===== src/rtl/seq_decoder_if.sv =====
// seq_decoder_if -- bus bundle between a seq_decoder and whatever drives it.
//
// Signals (direction as seen by the decoder, i.e. the slave modport):
//   i_enable     in   1       master enable; low forces every output low
//   i_addr       in   ADDR_W  select / scan start address, bit 0 is the LSB
//   i_mode       in   2       00 level, 01 pulse, 10 scan, 11 behaves as level
//   i_load       in   1       start strobe for pulse and scan modes
//   o_out        out  OUTS    registered one-hot decode, o_out[k] <-> address k
//   o_busy       out  1       high while a scan is running
//   o_scan_done  out  1       one-cycle flag on the final cycle of a full scan
//
// The master modport is the stimulus side, the slave modport is the decoder.
interface seq_decoder_if #(
  parameter int ADDR_W = 2
) ();

  localparam int OUTS = 2 ** ADDR_W;

  logic              i_enable;
  logic [ADDR_W-1:0] i_addr;
  logic [1:0]        i_mode;
  logic              i_load;
  logic [OUTS-1:0]   o_out;
  logic              o_busy;
  logic              o_scan_done;

  modport master (
    output i_enable, i_addr, i_mode, i_load,
    input  o_out, o_busy, o_scan_done
  );

  modport slave (
    input  i_enable, i_addr, i_mode, i_load,
    output o_out, o_busy, o_scan_done
  );

endinterface


===== src/rtl/seq_decoder.sv =====
// seq_decoder -- registered address decoder with level, pulse and scan modes.
//
// Ports:
//   clk      in  1   rising-edge clock
//   reset_n  in  1   synchronous active-low reset
//   bus      seq_decoder_if.slave (enable, addr, mode, load in;
//                                  out, busy, scan_done out)
//
// Parameters:
//   ADDR_W  address width (1..6), giving OUTS = 2**ADDR_W decoded outputs
//   DWELL   cycles each output is held during a scan (1..255)
//
// Every output is a flop, so nothing combinational reaches the pins. In scan
// mode the block walks all OUTS addresses starting from the captured one,
// wrapping at OUTS-1, holding each for DWELL cycles, and flags the very last
// cycle with scan_done. Dropping enable during a scan aborts it silently.
module seq_decoder #(
  parameter int ADDR_W = 2,
  parameter int DWELL  = 1
) (
  input  logic         clk,
  input  logic         reset_n,
  seq_decoder_if.slave bus
);

  localparam int OUTS  = 2 ** ADDR_W;
  localparam int CNT_W = $clog2(DWELL + 1);

  // Value of the dwell counter on the last cycle an output is held, and the
  // step count of the final address of a scan.
  localparam logic [CNT_W-1:0]  DWELL_LAST = CNT_W'(DWELL - 1);
  localparam logic [ADDR_W-1:0] STEP_LAST  = ADDR_W'(OUTS - 1);

  typedef enum logic {
    IDLE,
    SCAN
  } state_t;

  state_t            r_state;
  logic [OUTS-1:0]   r_out;
  logic              r_busy;
  logic              r_scanDone;
  logic [ADDR_W-1:0] r_addr;
  logic [ADDR_W-1:0] r_step;
  logic [CNT_W-1:0]  r_dwell;

  logic [ADDR_W-1:0] w_addrNext;
  logic [ADDR_W-1:0] w_stepNext;
  logic [CNT_W-1:0]  w_dwellNext;
  logic              w_dwellEnd;

  function automatic logic [OUTS-1:0] onehot(input logic [ADDR_W-1:0] a);
    logic [OUTS-1:0] v;
    v    = '0;
    v[a] = 1'b1;
    return v;
  endfunction

  // Scan bookkeeping: the address wraps naturally at ADDR_W bits, the step
  // counter records how many addresses have been visited so far.
  assign w_addrNext  = r_addr + ADDR_W'(1);
  assign w_stepNext  = r_step + ADDR_W'(1);
  assign w_dwellNext = r_dwell + CNT_W'(1);
  assign w_dwellEnd  = (r_dwell == DWELL_LAST);

  // Single state machine holding every output register. In IDLE the mode is
  // decoded each cycle; in SCAN only enable is looked at. scan_done is raised
  // one edge ahead, i.e. when the counters are about to enter the final dwell
  // cycle, so that it lines up with the last output; the edge that follows a
  // raised scan_done returns to IDLE with everything cleared, leaving that
  // IDLE cycle free to accept a fresh load.
  always_ff @(posedge clk) begin
    if (!reset_n) begin
      r_state    <= IDLE;
      r_out      <= '0;
      r_busy     <= 1'b0;
      r_scanDone <= 1'b0;
      r_addr     <= '0;
      r_step     <= '0;
      r_dwell    <= '0;
    end else begin
      case (r_state)
        IDLE: begin
          r_busy     <= 1'b0;
          r_scanDone <= 1'b0;
          if (!bus.i_enable) begin
            r_out <= '0;
          end else begin
            case (bus.i_mode)
              2'b01: begin
                r_out <= bus.i_load ? onehot(bus.i_addr) : '0;
              end
              2'b10: begin
                if (bus.i_load) begin
                  r_state <= SCAN;
                  r_busy  <= 1'b1;
                  r_addr  <= bus.i_addr;
                  r_step  <= '0;
                  r_dwell <= '0;
                  r_out   <= onehot(bus.i_addr);
                end else begin
                  r_out <= '0;
                end
              end
              default: begin
                r_out <= onehot(bus.i_addr);
              end
            endcase
          end
        end

        SCAN: begin
          if (!bus.i_enable || r_scanDone) begin
            r_state    <= IDLE;
            r_out      <= '0;
            r_busy     <= 1'b0;
            r_scanDone <= 1'b0;
            r_addr     <= '0;
            r_step     <= '0;
            r_dwell    <= '0;
          end else if (w_dwellEnd) begin
            r_addr     <= w_addrNext;
            r_step     <= w_stepNext;
            r_dwell    <= '0;
            r_out      <= onehot(w_addrNext);
            r_scanDone <= (w_stepNext == STEP_LAST) && (DWELL_LAST == '0);
          end else begin
            r_dwell    <= w_dwellNext;
            r_scanDone <= (r_step == STEP_LAST) && (w_dwellNext == DWELL_LAST);
          end
        end

        default: begin
          r_state <= IDLE;
          r_out   <= '0;
          r_busy  <= 1'b0;
        end
      endcase
    end
  end

  assign bus.o_out       = r_out;
  assign bus.o_busy      = r_busy;
  assign bus.o_scan_done = r_scanDone;

endmodule


===== src/flat_wrapper.sv =====
// flat-port wrapper written by rule: the top's interface ports become plain ports
module seq_decoder_flat 
#(
  parameter int ADDR_W = 2,
  parameter int DWELL  = 1
)
  (clk, reset_n, bus_i_enable, bus_i_addr, bus_i_mode, bus_i_load, bus_o_out, bus_o_busy, bus_o_scan_done);
  seq_decoder_if #(.ADDR_W(ADDR_W)) bus_i ();
  input  logic clk;
  input  logic reset_n;
  input wire logic [$bits(bus_i.i_enable)-1:0] bus_i_enable;
  input wire logic [$bits(bus_i.i_addr)-1:0] bus_i_addr;
  input wire logic [$bits(bus_i.i_mode)-1:0] bus_i_mode;
  input wire logic [$bits(bus_i.i_load)-1:0] bus_i_load;
  output wire logic [$bits(bus_i.o_out)-1:0] bus_o_out;
  output wire logic [$bits(bus_i.o_busy)-1:0] bus_o_busy;
  output wire logic [$bits(bus_i.o_scan_done)-1:0] bus_o_scan_done;
  assign bus_i.i_enable = bus_i_enable;
  assign bus_i.i_addr = bus_i_addr;
  assign bus_i.i_mode = bus_i_mode;
  assign bus_i.i_load = bus_i_load;
  assign bus_o_out = bus_i.o_out;
  assign bus_o_busy = bus_i.o_busy;
  assign bus_o_scan_done = bus_i.o_scan_done;
  seq_decoder #(.ADDR_W(ADDR_W), .DWELL(DWELL)) u_core (.clk(clk), .reset_n(reset_n), .bus(bus_i));
endmodule

===== config.mk =====
export PLATFORM = sky130hd
export DESIGN_NAME = seq_decoder_flat
export DESIGN_NICKNAME = d
export VERILOG_FILES = /design/src/rtl/seq_decoder_if.sv /design/src/rtl/seq_decoder.sv /design/src/flat_wrapper.sv
export SDC_FILE = /design/constraint.sdc
export NUM_CORES = 1
export LEC_CHECK = 0
export ABC_CLOCK_PERIOD_IN_PS = 3900
export CORE_AREA = 2 2 39 41
export DETAILED_ROUTE_END_ITERATION = 8
export DIE_AREA = 0 0 41 43
export GPL_ROUTABILITY_DRIVEN = 0
export GPL_TIMING_DRIVEN = 0
export PLACE_DENSITY = 0.79
export SYNTH_ARGS = -nofsm -noshare
export SYNTH_HDL_FRONTEND = slang
export SYNTH_SLANG_ARGS = --single-unit
export TNS_END_PERCENT = 20

===== constraint.sdc =====
create_clock -name clk -period 3.9 [get_ports clk]
set_input_delay 1.17 -clock clk [delete_from_list [all_inputs] [get_ports clk]]
set_output_delay 1.17 -clock clk [all_outputs]
set_load 0.05 [all_outputs]

==> run summary <==
The global-route congestion overflow total came out at 0. The average wire per standard cell is 11.1 um. In this run the power spent charging and discharging nets is 0.0555 mW. The slew at the pin closest to its max-slew limit is 0.511 ns.

In the routed design, unresolved DRC markers number 0. Summing over every cut layer, the via total after detailed routing is 469. The total negative setup slack is 0 ns. The final setup skew came out at 0.00166 ns.

The number of buffers inserted by hold repair at cts is 0. After synthesis, the cell types taking the most area are dfxtp_1, ha_1, a21oi_1. The total half-perimeter wirelength after legalization and detailed placement is between 800 and 900 um. The post-cts gate resize count came out at 0. The number of nets with antenna violations after routing is 0. The repair_antennas step left the layout with diodes totalling 0. The clock period could shrink to 2.60 ns. Walking the worst path, the cells encountered are clkdlybuf4s50_1. The total die area came out at 1760 sq um.

The flow ran to the end, and the final reports show no timing, DRC or antenna violations. The worst slack after detailed placement came out at 1.20 ns. The first detailed-routing pass took 5 iterations. The largest net degree at the start of global routing is 9. The class of the worst hold path is register to register. The area share of the largest cell type after synthesis came out at 40.5%. The portion of the clock cycle consumed by the worst path in the final layout came out at 66.6%. Leaving out fill and tap cells, the most frequent cells in the layout are clkdlybuf4s50_1, dfxtp_1, nand2_1. The worst setup path is captured at an output pin. The cell family contributing the most delay on the critical path is buffers and inverters.

The overall power consumption is 0.225 mW. The number of nets in the final layout is 92. The post-layout worst setup margin is around 1.3 ns. The ratio of cells with drive above 1 in the final layout came out at 9.09%. Setup repair after global routing left no endpoint under its margin. The floorplan die height is 43 um.

Summed over all layers, the routed wires come to 1.03 mm. The power share of the clock group came out at between 30% and 40%. Leaving out fill and tap cells, the most frequent cell in the layout is clkdlybuf4s50_1. The normalized max-slew margin came out at 65.8%. The gate count after technology mapping is 60. The area growth from synthesis to layout is 32.4%. The initial core utilization is 39.3%. The worst-case IR drop observed on VDD is slightly below 0.2 mV. The leakage power total is 0.289 nW. The TritonCTS clock tree is built. The total number of H-tree levels is 1.

The standard cell with the maximum stage delay on the critical path is clkdlybuf4s50_1. The unique cell type count in the Yosys netlist came out at 23. The post-synth design cell area is 544 sq um. Setup violations remaining at the end of the flow were counted as 0. During placement, the flow inserted port buffers numbering 13. The number of register bits inferred by synthesis is 11.

The worst setup path is of the register to output pin kind. Final hold analysis gives a worst-case slack of about 0.47 ns. The count of endpoints failing hold in the final timing report was 0. The average vias per placed instance came out at 5.04.

The delay contributed by the slowest stage of the critical path is roughly 0.81 ns. The later pin in the worst-skew pair is clocked with a latency of 0.27 ns. The internal cell power is 0.169 mW. The number of max-capacitance violations reported came out at 0. The number of global-route vias before repair is between 400 and 500. After synthesis, flip-flops and latches occupy 40.5% of the total area.

The biggest fanout along the worst timing path came out at 4. The first global-routing pass estimated approximately 1.8 mm of wire. The required time at the worst-slack endpoint is 2.73 ns. Based on the critical path, the design can be clocked at up to 385 MHz. Power spread over the standard cell area amounts to 312 nW/um^2. The violation count after the first detailed-route iteration came out at 7. The horizontal die dimension is 41 um. The number of sinks handled by clock tree synthesis is 11.

The count of yosys warnings during synthesis is 0. The number of cell rows came out at 14. The number of top-level design ports is 14. The switching share of power came out at 24.7%.

The count of pins over their slew limit is 0. The average instance in the mapped netlist occupies 9.07 sq um. The number of buffers inserted during clock tree synthesis is 3. Counting both buffers and inverters, the worst setup path holds a total of 1. Data on the critical path arrives at its endpoint at 1.43 ns. After clock tree synthesis, the clock-pin slew on the worst setup and hold paths is 0.07 ns.

The number of buffers between clock root and the deepest sink came out at 2. The power share of the sequential group came out at 52.0%. STA classifies the critical path startpoint as a register. The setup fix buffers added after clock tree synthesis is 0.

The cell taking the most area after synthesis is dfxtp_1. The proportion of power drawn by combinational gates is 13.6%. The number of antenna violations at the first check in global routing came out at 0. Across every metal layer, demand over resource in global routing totals 16.0%.

The root buffer cell chosen for the clock tree is clkbuf_4. The placeable core region is 1380 sq um. The net count after synthesis came out at 74.
power groups by stage:
| stage | clock network, mW | logic [mW] | registers (mW) |
|---|---|---|---|
| 2_1_floorplan | 0 | 0.0116 | 0.124 |
| 3_3_place_gp | 0 | 0.0298 | 0.119 |
| 3_5_place_dp | 0 | 0.0306 | 0.119 |
| 4_1_cts | 0.0816 | 0.0308 | 0.117 |
| 5_1_grt | 0.0889 | 0.0343 | 0.117 |
| 6_report | 0.0771 | 0.0306 | 0.117 |
worst register-to-register path, delay by kind of cell, from the launching register on:
kind	cells	cell delay [ns]
DFF	1	0.37
AOI/OAI and AO/OA	1	0.14
and+or+nand+nor	2	0.66
kinds of logic (layout without fill, tap and decap cells):
logic type | count (synthesis) | after routing | synth area share (%)
DFF | 11 | 11 | 40.5
AOI/OAI and AO/OA | 12 | 12 | 13.3
and+or+nand+nor | 23 | 23 | 25.5
adders and majority gates | 6 | 6 | 13.8
muxes | 1 | 1 | 1.84
buffers and inverters | 7 | 24 | 5.06
layout make-up:
type                            instances  area (sq um)
Inverter                                6          22.5
Fill cell                             138           663
Timing Repair Buffer                   13           130
Clock buffer                            4          26.3
Multi-Input combinational cell         42           297
Sequential cell                        11           220
Tap cell                               16          20.0
Buffer                                  1          5.00
per-stage QoR:
| step | utilization [%] | cell area (sq um) | instances |
|---|---|---|---|
| finish | 52.1 | 721 | 93 |
| global route | 52.1 | 721 | 93 |
| CTS | 52.1 | 721 | 93 |
| detailed placement | 50.2 | 694 | 89 |
| global placement | 50.2 | 694 | 89 |
| floorplan | - | 544 | 60 |
sequential cells by signal, summed over array words and instances (netlist names):
name / flops
u_core.r_addr: 2
u_core.r_state: 1
u_core.bus.o_scan_done: 1
u_core.bus.o_busy: 1
u_core.bus.o_out: 4
u_core.r_step: 2
synth_stat cells (all sizes together):
| cell type | count |
|---|---|
| a21oi | 7 |
| a221oi | 1 |
| a22oi | 1 |
| a31oi | 1 |
| and3 | 1 |
| and3b | 1 |
| clkbuf | 1 |
| dfxtp | 11 |
| ha | 6 |
| inv | 6 |
| mux2i | 1 |
| nand2 | 9 |
| nand2b | 2 |
| nand3 | 1 |
| nand3b | 2 |
| nor2 | 2 |
| o21bai | 1 |
| o31ai | 1 |
| or3 | 2 |
| or4 | 1 |
| or4b | 2 |
final timing paths:
kind                           from  slack (ns)  cells past startpoint                  end
max          u_core.bus.o_scan_done        1.30                      1      bus_o_scan_done
min                u_core.r_step[0]        0.47                      2     u_core.r_step[0]
max reg2reg          u_core.r_state        2.66                      3  u_core.bus.o_out[2]
min reg2reg        u_core.r_step[0]        0.47                      2     u_core.r_step[0]
metal layers:
metal / vias up / share of wire (%) / GRT usage [%]
li1: 245 / - / -
met1: 210 / 45 / 20.3
met2: 12 / 47 / 20.6
met3: 2 / 6.8 / 9.42
met4: 0 / 1.3 / 8.00
met5: - / 0 / 0
Note: power is estimated with default switching activity, not from simulation.
